$ cat config.mk
export PLATFORM = sky130hd
export DESIGN_NAME = z_frame_uart_sender
export DESIGN_NICKNAME = d
export VERILOG_FILES = /design/src/rtl/zfu_pkg.sv /design/src/rtl/z_uart_byte_tx.sv /design/src/rtl/z_frame_uart_sender.sv
export SDC_FILE = /design/constraint.sdc
export NUM_CORES = 1
export LEC_CHECK = 0
export CAP_MARGIN = 20
export CORE_ASPECT_RATIO = 1.5
export CORE_MARGIN = 2
export CORE_UTILIZATION = 45
export CTS_CLUSTER_DIAMETER = 30
export DETAILED_ROUTE_END_ITERATION = 16
export GPL_TIMING_DRIVEN = 1
export PLACE_DENSITY = 0.69
export SLEW_MARGIN = 40
export SYNTH_ARGS = -nofsm -noshare
export SYNTH_HDL_FRONTEND = slang
export SYNTH_SLANG_ARGS = --single-unit
$ cat constraint.sdc
create_clock -name iClk -period 4.3 [get_ports iClk]
set_clock_uncertainty 0.05 [all_clocks]
set_input_delay 0.86 -clock iClk [delete_from_list [all_inputs] [get_ports iClk]]
set_output_delay 0.86 -clock iClk [all_outputs]
set_load 0.005 [all_outputs]
$ cat src/rtl/zfu_pkg.sv
// Shared constants and control-state type for the frame UART sender.
package zfu_pkg;

  localparam logic [7:0]  SYNC0     = 8'h55;
  localparam logic [7:0]  SYNC1     = 8'hAA;
  localparam int unsigned UART_BITS = 10;

  typedef enum logic [3:0] {
    StIdle,
    StHdr0,
    StHdr1,
    StRdReq,
    StRdWait,
    StHi,
    StLo,
    StChk,
    StDone
  } zfuState_e;

endpackage

$ cat src/rtl/z_uart_byte_tx.sv
// 8N1 byte serialiser: one start bit, eight data bits LSB first, one stop bit.
module z_uart_byte_tx
  import zfu_pkg::*;
#(
  parameter int unsigned CLK_DIV = 434
) (
  input  logic       iClk,
  input  logic       iRst_N,
  input  logic [7:0] iData,
  input  logic       iValid,
  output logic       oReady,
  output logic       oTx
);

  localparam int unsigned    DivW    = $clog2(CLK_DIV);
  localparam logic [DivW-1:0] DivLast = DivW'(CLK_DIV - 1);
  localparam logic [3:0]      BitLast = 4'(UART_BITS - 1);

  logic            busyQ;
  logic            txQ;
  logic [8:0]      shiftQ;
  logic [3:0]      bitCntQ;
  logic [DivW-1:0] divCntQ;

  logic lastDiv;
  logic lastBit;

  assign lastDiv = (divCntQ == DivLast);
  assign lastBit = (bitCntQ == BitLast);
  // Ready in the final stop-bit cycle so the next start bit follows with no gap.
  assign oReady  = !busyQ || (lastDiv && lastBit);
  assign oTx     = txQ;

  always_ff @(posedge iClk or negedge iRst_N) begin
    if (!iRst_N) begin
      busyQ   <= 1'b0;
      txQ     <= 1'b1;
      shiftQ  <= '1;
      bitCntQ <= '0;
      divCntQ <= '0;
    end else if (oReady && iValid) begin
      busyQ   <= 1'b1;
      txQ     <= 1'b0;
      shiftQ  <= {1'b1, iData};
      bitCntQ <= '0;
      divCntQ <= '0;
    end else if (busyQ) begin
      if (lastDiv) begin
        divCntQ <= '0;
        if (lastBit) begin
          busyQ <= 1'b0;
          txQ   <= 1'b1;
        end else begin
          txQ     <= shiftQ[0];
          shiftQ  <= {1'b1, shiftQ[8:1]};
          bitCntQ <= bitCntQ + 4'd1;
        end
      end else begin
        divCntQ <= divCntQ + 1'b1;
      end
    end
  end

endmodule

$ cat src/rtl/z_frame_uart_sender.sv
// Reads one captured frame out of the FIFO and sends it as a sync/payload/checksum
// UART packet.
module z_frame_uart_sender
  import zfu_pkg::*;
#(
  parameter int unsigned FRAME_WORDS = 19200,
  parameter int unsigned CLK_DIV     = 434
) (
  input  logic        iClk,
  input  logic        iRst_N,
  input  logic        iEn,
  input  logic        iFrameDone,
  output logic        oFIFO_Rd_Clk,
  output logic        oFIFO_Rd_En,
  input  logic [15:0] iFIFO_Rd_Data,
  input  logic        iFIFO_Empty,
  output logic        oUART_Tx,
  output logic        oBusy,
  output logic        oFrameSent
);

  localparam int unsigned     CntW     = $clog2(FRAME_WORDS + 1);
  localparam logic [CntW-1:0] LastWord = CntW'(FRAME_WORDS - 1);

  zfuState_e       stateQ;
  logic [7:0]      pendDataQ;
  logic            pendValidQ;
  logic [15:0]     wordQ;
  logic [CntW-1:0] wordCntQ;
  logic [7:0]      chkQ;
  logic            rdEnQ;
  logic            busyQ;
  logic            frameSentQ;

  logic txValid;
  logic txReady;
  logic txTake;

  // Pending byte is withheld once iEn drops so only the byte in flight completes.
  assign txValid = pendValidQ && iEn;
  assign txTake  = txValid && txReady;

  assign oFIFO_Rd_Clk = iClk;
  assign oFIFO_Rd_En  = rdEnQ;
  assign oBusy        = busyQ;
  assign oFrameSent   = frameSentQ;

  z_uart_byte_tx #(
    .CLK_DIV(CLK_DIV)
  ) uByteTx (
    .iClk  (iClk),
    .iRst_N(iRst_N),
    .iData (pendDataQ),
    .iValid(txValid),
    .oReady(txReady),
    .oTx   (oUART_Tx)
  );

  always_ff @(posedge iClk or negedge iRst_N) begin
    if (!iRst_N) begin
      stateQ     <= StIdle;
      pendDataQ  <= '0;
      pendValidQ <= 1'b0;
      wordQ      <= '0;
      wordCntQ   <= '0;
      chkQ       <= '0;
      rdEnQ      <= 1'b0;
      busyQ      <= 1'b0;
      frameSentQ <= 1'b0;
    end else begin
      rdEnQ      <= 1'b0;
      frameSentQ <= 1'b0;
      if (txTake) pendValidQ <= 1'b0;

      if (stateQ != StIdle && !iEn) begin
        pendValidQ <= 1'b0;
        if (txReady) begin
          stateQ <= StIdle;
          busyQ  <= 1'b0;
        end
      end else begin
        unique case (stateQ)
          StIdle: begin
            if (iFrameDone && iEn) begin
              stateQ   <= StHdr0;
              busyQ    <= 1'b1;
              wordCntQ <= '0;
              chkQ     <= '0;
            end
          end
          StHdr0: begin
            if (!pendValidQ) begin
              pendDataQ  <= SYNC0;
              pendValidQ <= 1'b1;
              stateQ     <= StHdr1;
            end
          end
          StHdr1: begin
            if (!pendValidQ) begin
              pendDataQ  <= SYNC1;
              pendValidQ <= 1'b1;
              stateQ     <= StRdReq;
            end
          end
          StRdReq: begin
            if (!iFIFO_Empty) begin
              rdEnQ  <= 1'b1;
              stateQ <= StRdWait;
            end
          end
          StRdWait: begin
            // First cycle is the strobe itself; data is valid on the next one.
            if (!rdEnQ) begin
              wordQ  <= iFIFO_Rd_Data;
              chkQ   <= chkQ + iFIFO_Rd_Data[15:8] + iFIFO_Rd_Data[7:0];
              stateQ <= StHi;
            end
          end
          StHi: begin
            if (!pendValidQ) begin
              pendDataQ  <= wordQ[15:8];
              pendValidQ <= 1'b1;
              stateQ     <= StLo;
            end
          end
          StLo: begin
            if (!pendValidQ) begin
              pendDataQ  <= wordQ[7:0];
              pendValidQ <= 1'b1;
              wordCntQ   <= wordCntQ + 1'b1;
              stateQ     <= (wordCntQ == LastWord) ? StChk : StRdReq;
            end
          end
          StChk: begin
            if (!pendValidQ) begin
              pendDataQ  <= chkQ;
              pendValidQ <= 1'b1;
              stateQ     <= StDone;
            end
          end
          StDone: begin
            // With nothing pending, txReady marks the checksum's last stop-bit cycle.
            if (!pendValidQ && txReady) begin
              frameSentQ <= 1'b1;
              busyQ      <= 1'b0;
              stateQ     <= StIdle;
            end
          end
          default: stateQ <= StIdle;
        endcase
      end
    end
  end

endmodule

== Yosys cells after proc, flatten, opt, wreduce, memory -nomap -nowiden ==
Index checks and enable logic that the tools add are counted.
Operators by class
  reduce and logical (&&, ||, !) cells: 27
  equality and inequality tests: 29
  mux-type cells: 59
  bitwise logic cells: 2
  $add $sub $neg: 5
Operator list (count)
  two-way mux 9 bit: 7
  two-way mux 4 bit: 15
  two-way mux 8 bit: 7
  case mux 8 bit (5 select lines): 1
  case mux 4 bit (9 select lines): 1
  two-way mux 15 bit: 2
  case mux 15 bit (2 select lines): 1
  inequality test 3 bit, second input constant: 9
  two-way mux 1 bit: 22
  inequality test 2 bit, second input constant: 9
  adder 8 bit: 2
  equality test 4 x 3 -> 1 bit, second input constant: 4
  case mux 8 bit (2 select lines): 1
  adder 15 x 1 -> 15 bit, second input constant: 1
  equality test 15 bit, second input constant: 1
  AND reduction 4 bit: 3
  AND reduction 10 bit: 1
  adder 9 x 1 -> 9 bit, second input constant: 1
  equality test 9 bit, second input constant: 1
  equality test 4 x 2 -> 1 bit, second input constant: 2
  equality test 4 bit, second input constant: 2
  nonzero test 2 bit: 4
  AND reduction 7 bit: 1
  logical AND 1 bit: 6
  14 further kinds: 18
Storage, ports and cells
  bits in registers: 79
  output and inout bits: 5
  logic and storage cells: 136
  input bits: 21

== Depth between registers and ports, before layout ==
  depth after elaboration: 8
  mapped depth: 9
  depth with buffers taken out: 9

== Cells and area by module ==
A second synthesis with hierarchy kept.
Second synthesis, totals
  cells, all modules: 431
  area total of the unflattened synthesis: 4342.9 sq um
Modules (own cells, without submodules)
  z_frame_uart_sender: cells an instance 311, seq. area each 1376.3 sq um, instances 1, area each 3135.5 sq um
  z_uart_byte_tx: cells an instance 120, seq. area each 586.8 sq um, instances 1, area each 1207.4 sq um

==> summary.log <==
qor: worst_setup_path.critPathRequiredTime 3.39 ns
qor: clocking.clkTransAtPathRegs 0.06 ns
qor: logic_synthesis.postSynthAreaPerCell 9.44 sq um
qor: placement.gpl.final_weighted_congestion 0.838
qor: worst_setup_path.worst-endpoint-arrival 2.82 ns
qor: sta.setup_violators_final 0
qor: routing.routed_wirelength 9180 um
qor: power_and_ir_drop.power.switching 0.827 mW
qor: finish.most_common_library_cell_in_the_layout_ignoring_fill_and_taps nand2_1
qor: power_and_ir_drop.p_clk_frac 0.385
qor: grt.grt_pass1_vias 3447
qor: power_and_ir_drop.netSwitchingFraction 0.308
qor: worst_setup_path.timing.critical_path.from_type clock port
qor: finish.syn2layout_area_growth 16.8%
qor: power_and_ir_drop.p_per_area 524 mW/mm^2
qor: finish.sequential_cell_area 0.00196 sq mm
qor: worst_setup_path.cp_cell_sequence clkbuf_16 > clkbuf_16 > clkdlybuf4s50_1
qor: logic_synthesis.synth_top_cell_area_share 0.394
qor: power_and_ir_drop.power.ir.vdd_worst 288 uV
qor: logic_synthesis.synth_cell_type_count 61
qor: floorplan.floorplan.core_area 0.00958 sq mm
qor: routing.avgViaCountPerCell 5.58
qor: finish.fill_cells 906
qor: logic_synthesis.postSynthNetCount 504
qor: status.run_status completed
qor: routing.dr.first_iter.drc_count 228
qor: finish.layout-drive-gt1-share 0.0959
qor: worst_setup_path.slowest_delay 0.43 ns
qor: power_and_ir_drop.pwr-share-seq 0.377
qor: routing.routedWlPerCell 15.2 um
qor: worst_setup_path.setup.worst_path.end_class output pin
qor: finish.finish.utilization 0.534
qor: grt.grt_overflow 0
qor: placement.io_buffer_count 25
qor: sta.final_max_slew_viol_count 0
qor: power_and_ir_drop.leakage 2.21 nW
qor: power_and_ir_drop.internal-power 1.85 mW
qor: floorplan.die_height 125 um
qor: worst_setup_path.timing.setup.critical_path_class clk -> out
qor: logic_synthesis.yosysSeqAreaShare 0.448
qor: logic_synthesis.synth_enable_flop_cells 0
qor: flow_run.drv_cap 0
qor: placement.hpwlAfterDp 6480 um
qor: finish.final_cell_area 0.00511 sq mm
qor: routing.routed-via-count 3377
qor: clocking.postCtsSetupBuffers 0
qor: sta.worst_slew_margin_rel 0.434
qor: worst_setup_path.timing.critical_path.slowest_stage_cell clkdlybuf4s50_1
qor: logic_synthesis.netlist_top_cells_area dfrtp_1 39%, nand2_1 8.4%, dfstp_2 5.4%
qor: logic_synthesis.ys_ff_latch 78
qor: routing.post-route-drc-count 0
qor: logic_synthesis.dominantRegCellSynth dfrtp_1
qor: routing.dr.pass1.iters 7
qor: clocking.cts_tree yes
qor: grt.number_of_antenna_violations_at_the_first_check_in_global_routing 0
qor: floorplan.initial_standard_cell_utilization_of_the_core 0.457
qor: finish.final_nets 525
qor: clocking.post_cts_resized 0
qor: finish.final_cell_mix 98 x nand2_1, 68 x dfrtp_1, 42 x nor2_1, 24 x clkdlybuf4s50_1, 19 x o21ai_0
qor: grt.grt.total_usage 0.192
qor: logic_synthesis.synthArstFlopShare 1.00
qor: placement.post_dp_cell_area 0.00469 sq mm
qor: floorplan.die_w 84.5 um
qor: sta.finalSetupTns 0 ns
qor: floorplan.fp.dieArea 0.0106 sq mm
qor: sta.rsz0062_at_grt no
qor: clocking.cts_hold_buffers 0
qor: routing.ant_nets 0
qor: sta.worstMarginPinSlew 0.845 ns
qor: logic_synthesis.yosys_warnings 0
qor: clocking.worst_skew_pair.late_latency 0.44 ns
qor: logic_synthesis.netlist_area 0.00438 sq mm
qor: worst_setup_path.critical-path-top-cell-by-count clkbuf_16
qor: logic_synthesis.postSynthCellCount 464
qor: hold_path.hold_path.class in -> async
qor: worst_setup_path.crit_fanout 2
qor: floorplan.pin_count 26
qor: finish.antenna_cells_inserted 0
qor: sta.timing_hold_violations_final 0
qor: floorplan.fp-row-count 44
qor: grt.grt_pass1_wl 16300 um
qor: grt.grt_max_degree 79
qor: power_and_ir_drop.p_comb_frac 0.238
qor: finish.multiInputGateArea 0.00226 sq mm
qor: logic_synthesis.netlist.top_cell.by_area dfrtp_1
[critical path, delay by kind of cell]
family / cells / cell delay [ns]
buffers and inverters: 3 / 0.67
[cell usage after synthesis (all sizes together), types with 9 or more instances]
master	n
nand3	9
clkbuf	10
dfstp	9
xor2	12
dfrtp	69
ha	11
inv	10
o21ai	26
a21oi	14
xnor2	13
buf	12
nand2	98
nor2	46
[path summary, 6_finish.rpt]
path,start,slack [ns],cells after the start,end
min,iRst_N,0.38,1,uByteTx.bitCntQ[0]$_DFFE_PN0P_
max in group asynchronous,iRst_N,3.28,1,stateQ[0]$_DFFE_PN0P_
max,iClk,0.57,3,oFIFO_Rd_Clk
max reg2reg,chkQ[1]$_DFFE_PN0P_,1.62,9,chkQ[7]$_DFFE_PN0P_
min in group iClk,uByteTx.shiftQ[0]$_DFFE_PN1P_,0.42,2,uByteTx.oTx$_DFFE_PN1P_
min reg2reg,uByteTx.shiftQ[0]$_DFFE_PN1P_,0.42,2,uByteTx.oTx$_DFFE_PN1P_
[layout make-up]
| type | count | share of cell area |
|---|---|---|
| flip-flops and latches | 78 | 0.384 |
| inverters | 10 | 0.00734 |
| repair buffers | 28 | 0.0531 |
| well taps | 115 | 0.0281 |
| clock buffers | 15 | 0.0641 |
| multi-input cells | 354 | 0.443 |
| clock inverters | 5 | 0.0203 |
[registers in the layout (all words and copies together), names as in the netlist]
register,flops
chkQ,8
oBusy,1
oFIFO_Rd_En,1
oFrameSent,1
pendDataQ,8
pendValidQ,1
stateQ,4
uByteTx.bitCntQ,4
uByteTx.busyQ,1
uByteTx.divCntQ,9
uByteTx.oTx,1
uByteTx.shiftQ,8
wordCntQ,15
wordQ,16
[cells by family (layout without fill, tap and decap cells)]
kind of cell	Yosys count	in the layout	synth area share
AO/OA/AOI/OAI	98	98	0.152
XOR/XNOR	25	25	0.0500
adder cells (fa/ha/maj)	19	19	0.0680
buffers and inverters	32	58	0.0343
flip-flops	78	78	0.448
multiplexers	6	6	0.0149
AND/OR/NAND/NOR	206	206	0.232
[power by group through the flow]
| stage | logic, mW | registers [mW] | clock network (mW) |
|---|---|---|---|
| after floorplan | 0.560 | 0.920 | 0.0151 |
| after global placement | 0.612 | 1.02 | 0.0196 |
| after detailed placement | 0.638 | 1.02 | 0.0196 |
| after CTS | 0.642 | 1.01 | 1.05 |
| after global routing | 0.727 | 1.03 | 1.08 |
| final | 0.639 | 1.01 | 1.03 |
[routing by layer]
metal | part of all wire | global-route usage | wire [um]
met3 | 0.023 | 0.0391 | 213
met4 | 0.015 | 0.0803 | 136
met1 | 0.44 | 0.238 | 4010
met5 | 0 | 0 | 0
met2 | 0.52 | 0.321 | 4820
[through the flow]
stage	worst slack [ns]	hold WS [ns]	total power [mW]	cells
6_report	0.565	0.376	2.68	605
5_1_grt	0.557	0.441	2.84	605
4_1_cts	0.561	0.419	2.70	605
3_5_place_dp	0.700	0.410	1.68	586
3_3_place_gp	0.795	0.406	1.65	586
2_1_floorplan	1.13	0.392	1.50	464
Power figures use the tool's default switching activity.
